[src/rtl/dm_cache_tag_ctrl.sv]
// Direct-mapped cache tag controller: CPU request intake, hit/miss decision against the
// external tag store, write-back/allocate sequencing to memory and saturating hit/miss counters.
module dm_cache_tag_ctrl #(
  parameter int ADDR_W  = 32,
  parameter int INDEX_W = 10,
  parameter int OFFS_W  = 4,
  parameter int TAG_W   = ADDR_W - INDEX_W - OFFS_W,
  parameter int CNT_W   = 32
) (
  input  logic              clk,
  input  logic              rst,
  input  logic              cpu_req_valid,
  output logic              cpu_req_ready,
  input  logic [ADDR_W-1:0] cpu_req_addr,
  input  logic              cpu_req_rw,
  output logic              cpu_res_valid,
  output logic              cpu_res_hit,
  output logic [INDEX_W-1:0] tag_req_index,
  output logic              tag_req_we,
  output logic              tag_wr_valid,
  output logic              tag_wr_dirty,
  output logic [TAG_W-1:0]  tag_wr_tag,
  input  logic              tag_rd_valid,
  input  logic              tag_rd_dirty,
  input  logic [TAG_W-1:0]  tag_rd_tag,
  output logic              mem_req_valid,
  output logic              mem_req_rw,
  output logic [ADDR_W-1:0] mem_req_addr,
  input  logic              mem_req_ready,
  output logic [CNT_W-1:0]  hit_cnt,
  output logic [CNT_W-1:0]  miss_cnt
);

  localparam logic [1:0] IDLE       = 2'd0;
  localparam logic [1:0] COMPARE    = 2'd1;
  localparam logic [1:0] WRITE_BACK = 2'd2;
  localparam logic [1:0] ALLOCATE   = 2'd3;

  logic [1:0]               state;
  logic [1:0]               state_nxt;
  logic [ADDR_W-OFFS_W-1:0] blk_p0;
  logic                     rw_p0;
  logic                     miss_p0;
  logic [TAG_W-1:0]         victim_p0;
  logic [INDEX_W-1:0]       index;
  logic [TAG_W-1:0]         tag;
  logic                     hit;
  logic                     accept;
  logic                     unused_offs;

  function automatic logic [CNT_W-1:0] sat_inc(input logic [CNT_W-1:0] v);
    return (&v) ? v : v + {{(CNT_W-1){1'b0}}, 1'b1};
  endfunction

  assign index       = blk_p0[INDEX_W-1:0];
  assign tag         = blk_p0[ADDR_W-OFFS_W-1:INDEX_W];
  assign hit         = tag_rd_valid && (tag_rd_tag == tag);
  assign accept      = (state == IDLE) && cpu_req_valid;
  assign unused_offs = ^cpu_req_addr[OFFS_W-1:0];

  always_comb begin
    state_nxt     = state;
    cpu_req_ready = (state == IDLE);
    cpu_res_valid = 1'b0;
    cpu_res_hit   = 1'b0;
    tag_req_index = (state == IDLE) ? '0 : index;
    tag_req_we    = 1'b0;
    tag_wr_valid  = 1'b0;
    tag_wr_dirty  = 1'b0;
    tag_wr_tag    = '0;
    mem_req_valid = 1'b0;
    mem_req_rw    = 1'b0;
    mem_req_addr  = '0;
    case (state)
      IDLE: begin
        if (cpu_req_valid) state_nxt = COMPARE;
      end
      COMPARE: begin
        if (hit) begin
          cpu_res_valid = 1'b1;
          cpu_res_hit   = ~miss_p0;
          if (rw_p0) begin
            tag_req_we   = 1'b1;
            tag_wr_valid = 1'b1;
            tag_wr_dirty = 1'b1;
            tag_wr_tag   = tag;
          end
          state_nxt = IDLE;
        end else begin
          // The new tag is installed up front so the post-fill re-lookup is guaranteed to hit.
          tag_req_we   = 1'b1;
          tag_wr_valid = 1'b1;
          tag_wr_dirty = rw_p0;
          tag_wr_tag   = tag;
          state_nxt    = (tag_rd_valid && tag_rd_dirty) ? WRITE_BACK : ALLOCATE;
        end
      end
      WRITE_BACK: begin
        mem_req_valid = 1'b1;
        mem_req_rw    = 1'b1;
        mem_req_addr  = {victim_p0, index, {OFFS_W{1'b0}}};
        if (mem_req_ready) state_nxt = ALLOCATE;
      end
      default: begin
        mem_req_valid = 1'b1;
        mem_req_rw    = 1'b0;
        mem_req_addr  = {tag, index, {OFFS_W{1'b0}}};
        if (mem_req_ready) state_nxt = COMPARE;
      end
    endcase
  end

  always_ff @(posedge clk) begin
    if (rst) begin
      state    <= IDLE;
      miss_p0  <= 1'b0;
      hit_cnt  <= '0;
      miss_cnt <= '0;
    end else begin
      state <= state_nxt;
      if (accept) miss_p0 <= 1'b0;
      if (state == COMPARE && !hit) miss_p0 <= 1'b1;
      // Only the first lookup of a request is counted; the re-lookup after a fill is not.
      if (state == COMPARE && !miss_p0) begin
        if (hit) hit_cnt <= sat_inc(hit_cnt);
        else     miss_cnt <= sat_inc(miss_cnt);
      end
    end
  end

  always_ff @(posedge clk) begin
    if (accept) begin
      blk_p0 <= cpu_req_addr[ADDR_W-1:OFFS_W];
      rw_p0  <= cpu_req_rw;
    end
    if (state == COMPARE && !hit) victim_p0 <= tag_rd_tag;
  end

endmodule

[config.mk]
export PLATFORM = sky130hd
export DESIGN_NAME = dm_cache_tag_ctrl
export DESIGN_NICKNAME = d
export VERILOG_FILES = /design/src/rtl/dm_cache_tag_ctrl.sv
export SDC_FILE = /design/constraint.sdc
export NUM_CORES = 1
export LEC_CHECK = 0
export ABC_AREA = 1
export CELL_PAD_IN_SITES_DETAIL_PLACEMENT = 0
export CELL_PAD_IN_SITES_GLOBAL_PLACEMENT = 1
export CORE_MARGIN = 8
export CORE_UTILIZATION = 34
export DETAILED_ROUTE_END_ITERATION = 7
export MAX_ROUTING_LAYER = met4
export PLACE_DENSITY_LB_ADDON = 0.05
export SYNTH_ARGS = -nofsm -noshare
export SYNTH_HDL_FRONTEND = slang
export SYNTH_SLANG_ARGS = --single-unit
export TNS_END_PERCENT = 5
[constraint.sdc]
create_clock -name clk -period 2.1 [get_ports clk]
set_input_delay 0.21 -clock clk [delete_from_list [all_inputs] [get_ports clk]]
set_output_delay 0.21 -clock clk [all_outputs]
set_load 0.01 [all_outputs]
==> metrics.md <==
| Metric | Value |
|---|---|
| Run status | `finished, violations left` |
| Violated checks | `setup timing` |
| TritonCTS Sinks | `114` |
| Synthesized flop and latch total | `114` |
| Hold-fix buffers at CTS | `0` |
| Site Rows | `52` |
| Crit. End Element | `output port` |
| Post-Synthesis Cells | `996` |
| Detailed placer's ending HPWL | `17.9 mm` |
| Worst path required time | `1.89 ns` |
| Final hold vios | `0` |
| Clk Latency, worst-skew pair | `0.43 ns` |
| Clock skew | `0.0154 ns` |
| Mapped Avg Cell Area | `6.97 um^2` |
| Area Overhead vs Synth | `49.0%` |
| Total track usage | `19.1%` |
| Core footprint | `0.0201 mm^2` |
| CTS Buffer Depth | `2` |
| Met3 WL | `997 um` |
| Layout cells sized above 1 | `19.1%` |
| Yosys cell types | `35` |
| Max VDD drop | `0.681 mV` |
| Area occupied by registers | `0.00275 mm^2` |
| Clk slew on worst S/H paths | `0.06 ns` |
| Placer Congestion | `0.846` |
| Drc violations | `0` |
| Die Y | `159 um` |
| Cts bufs inserted | `17` |
| Slew @ Worst Pin | `0.619 ns` |
| CP Data Arrival Time | `2.20 ns` |
| Routed wire length per instance | `15.3 um` |
| Worst-path cell chain | `nand2_1 -> nand2_1 -> nor2_2 -> nand2_2 -> nor2_4 -> nand3_2 -> nand2_2 -> inv_2 -> nor2_4 -> buf_6 -> clkbuf_16 -> nor2_2 -> buf_2` |
| I/O Buffers | `180` |
| Filler Cells Inserted | `2010` |
| Yosys top cell by area | `edfxtp_1` |
| Antenna diodes | `0` |
| Max-slew violations | `0` |
| Rel. slew slack | `58.7%` |
| Post-Synthesis Cell Area | `0.00694 mm^2` |
| Pwr Density | `744 mW/mm^2` |
| Peak fanout along the critical path | `5` |
| Worst Hold Endpoint | `hit_cnt[18]` |
| Top-area cell type share of the netlist area | `20.3%` |
| CP max stage delay | `0.41 ns` |
| Synth area leaders | `edfxtp_1, dfxtp_1, nand2_1` |
| Commonest non-fill, non-tap cell in the layout | `nand2_1` |
| Number of max-cap violations | `0` |
| CP Launch Type | `flop` |
| Max Fclk | `0.415 GHz` |
| Pre-antenna DRT Iters | `4` |
| Reg2reg setup slack | `0.08 ns` |
| Fin nets | `1327` |
| Initial antenna violation count | `0` |
| Initial DRC count | `301` |
| RSZ-0062 raised after global routing | `true` |
| Root buffer cell | `clkbuf_16` |
| Routed Antenna Nets | `0` |
| WS Path Type | `reg -> out` |
| HP Class | `in -> reg` |
| Largest net degree at the start of global routing | `52` |
| Initial core utilization | `34.5%` |
| Final WS setup | `-0.310 ns` |
| Vias post-DR | `7213` |
| Die W | `159 um` |
| Most frequent cells in the layout | `nand2_1, nor2_1, clkdlybuf4s50_1, inv_1, buf_4` |
| Slowest CP cell | `edfxtp_1` |
| Top sig layer | `met4` |
| I/O pin cnt | `189` |
| Synthesis Warnings | `0` |
| Total wire length | `23.7 mm` |
| Die area | `0.0252 mm^2` |
| WHS Path Cells | `4` |
| Hold slack | `0.315 ns` |
| First-pass GRT wire length | `38.1 mm` |
| Via-per-instance ratio | `4.66` |
| Min Tclk post-route | `2.41 ns` |
| Met2 wire length | `11.5 mm` |
| FF-to-FF path depth | `14` |
| Overall power | `0.00769 W` |
| Static leakage | `4.31 nW` |
| Worst R2R Start | `blk_p0[11]` |
| Wire length on met1 | `11.0 mm` |
| CTS tree | `done` |
| H-tree depth | `4` |
| Final period util | `115%` |
| RR Endpoint | `hit_cnt[28]` |
| Worst Min Path Start | `rst` |
| Sequential area share after synthesis | `39.7%` |
| Multi-input logic area | `0.00361 mm^2` |
| GRT overflow | `0` |
| Vias in the first global route | `7153` |
| Final setup vio count | `23` |
## worst max-delay path by stage
stage	cells past startpoint	from	slack [ns]	endpoint
6_report	13	blk_p0[11]	-0.31	tag_wr_tag[8]
4_1_cts	12	blk_p0[13]	-0.31	tag_req_we
2_1_floorplan	12	blk_p0[15]	0.16	tag_wr_valid
5_1_grt	14	blk_p0[14]	-0.44	tag_wr_tag[1]
3_5_place_dp	14	tag_rd_tag[5]	-0.48	tag_req_we
3_3_place_gp	14	tag_rd_tag[5]	-0.45	tag_req_we
## routing by layer
| metal | vias up | global-route usage [%] |
|---|---|---|
| li1 | 3712 | - |
| met1 | 3326 | 23.3 |
| met2 | 156 | 31.4 |
| met3 | 19 | 4.14 |
| met4 | 0 | 5.15 |
| met5 | - | - |
## registers in the layout, summed over array words and instances, names as in the netlist
register and cells:
miss_p0 1, rw_p0 1, state 2, victim_p0 18, hit_cnt 32, miss_cnt 32
blk_p0 28
## where the power goes
group          internal, W  switching [W]
Combinational     0.000951        0.00116
Sequential         0.00254      0.0000854
Clock              0.00188        0.00108
## worst max-delay path: cells and delay by family, from the launching register on
| kind | cells | cell delay (ns) |
|---|---|---|
| DFF | 1 | 0.41 |
| buffers and inverters | 4 | 0.46 |
| and+or+nand+nor | 9 | 0.90 |
## layout make-up
| type | instances | share of cell area [%] |
|---|---|---|
| multi-input combinational | 719 | 34.9 |
| sequential | 114 | 26.6 |
| timing repair buffer | 281 | 24.8 |
| inverter | 131 | 4.76 |
| clock buffer | 21 | 4.36 |
| tap | 270 | 3.27 |
| clock inverter | 11 | 1.32 |
## cells in the mapped netlist, drive strengths merged
master and count:
nor3b 2, edfxtp 47, clkinv 2, nand3 81
ha 6, xnor2 11, nand2 278, dfxtp 67
buf 19, o21ai 28, a21oi 52, xor2 27
nor3 26, inv 129, nand4 36, clkbuf 16
nand3b 7, and3 1, conb 1, nor2 159
o22ai 1
## logic make-up after synthesis
| group | count (synthesis) | share of synthesized area [%] |
|---|---|---|
| AOI/OAI and AO/OA | 81 | 6.02 |
| xor gates and xnor gates | 38 | 4.80 |
| adders and majority gates | 6 | 1.08 |
| buffers and inverters | 166 | 10.1 |
| DFF | 114 | 39.7 |
| other | 1 | 0.0541 |
| and+or+nand+nor | 590 | 38.2 |
## timing repair
item                                    4_1_cts  5_1_grt
gates cloned                                  0        2
pin swaps                                     1       15
endpoints found under the setup margin       57       73
gates resized for setup                     118       51
buffers inserted                              0        8
## metrics by stage
stage               util, %  cell area [um^2]  setup slack (ns)  setup TNS [ns]  cells
floorplan                 -              6950             0.162               0    999
CTS                    50.4             10100            -0.312           -3.77   1537
detailed placement     48.0              9640            -0.476          -22.98   1505
global placement       48.0              9640            -0.448          -20.80   1505
finish                 51.4             10300            -0.310           -5.59   1547
global route           51.4             10300            -0.435           -8.91   1547
Power figures use the tool's default switching activity.
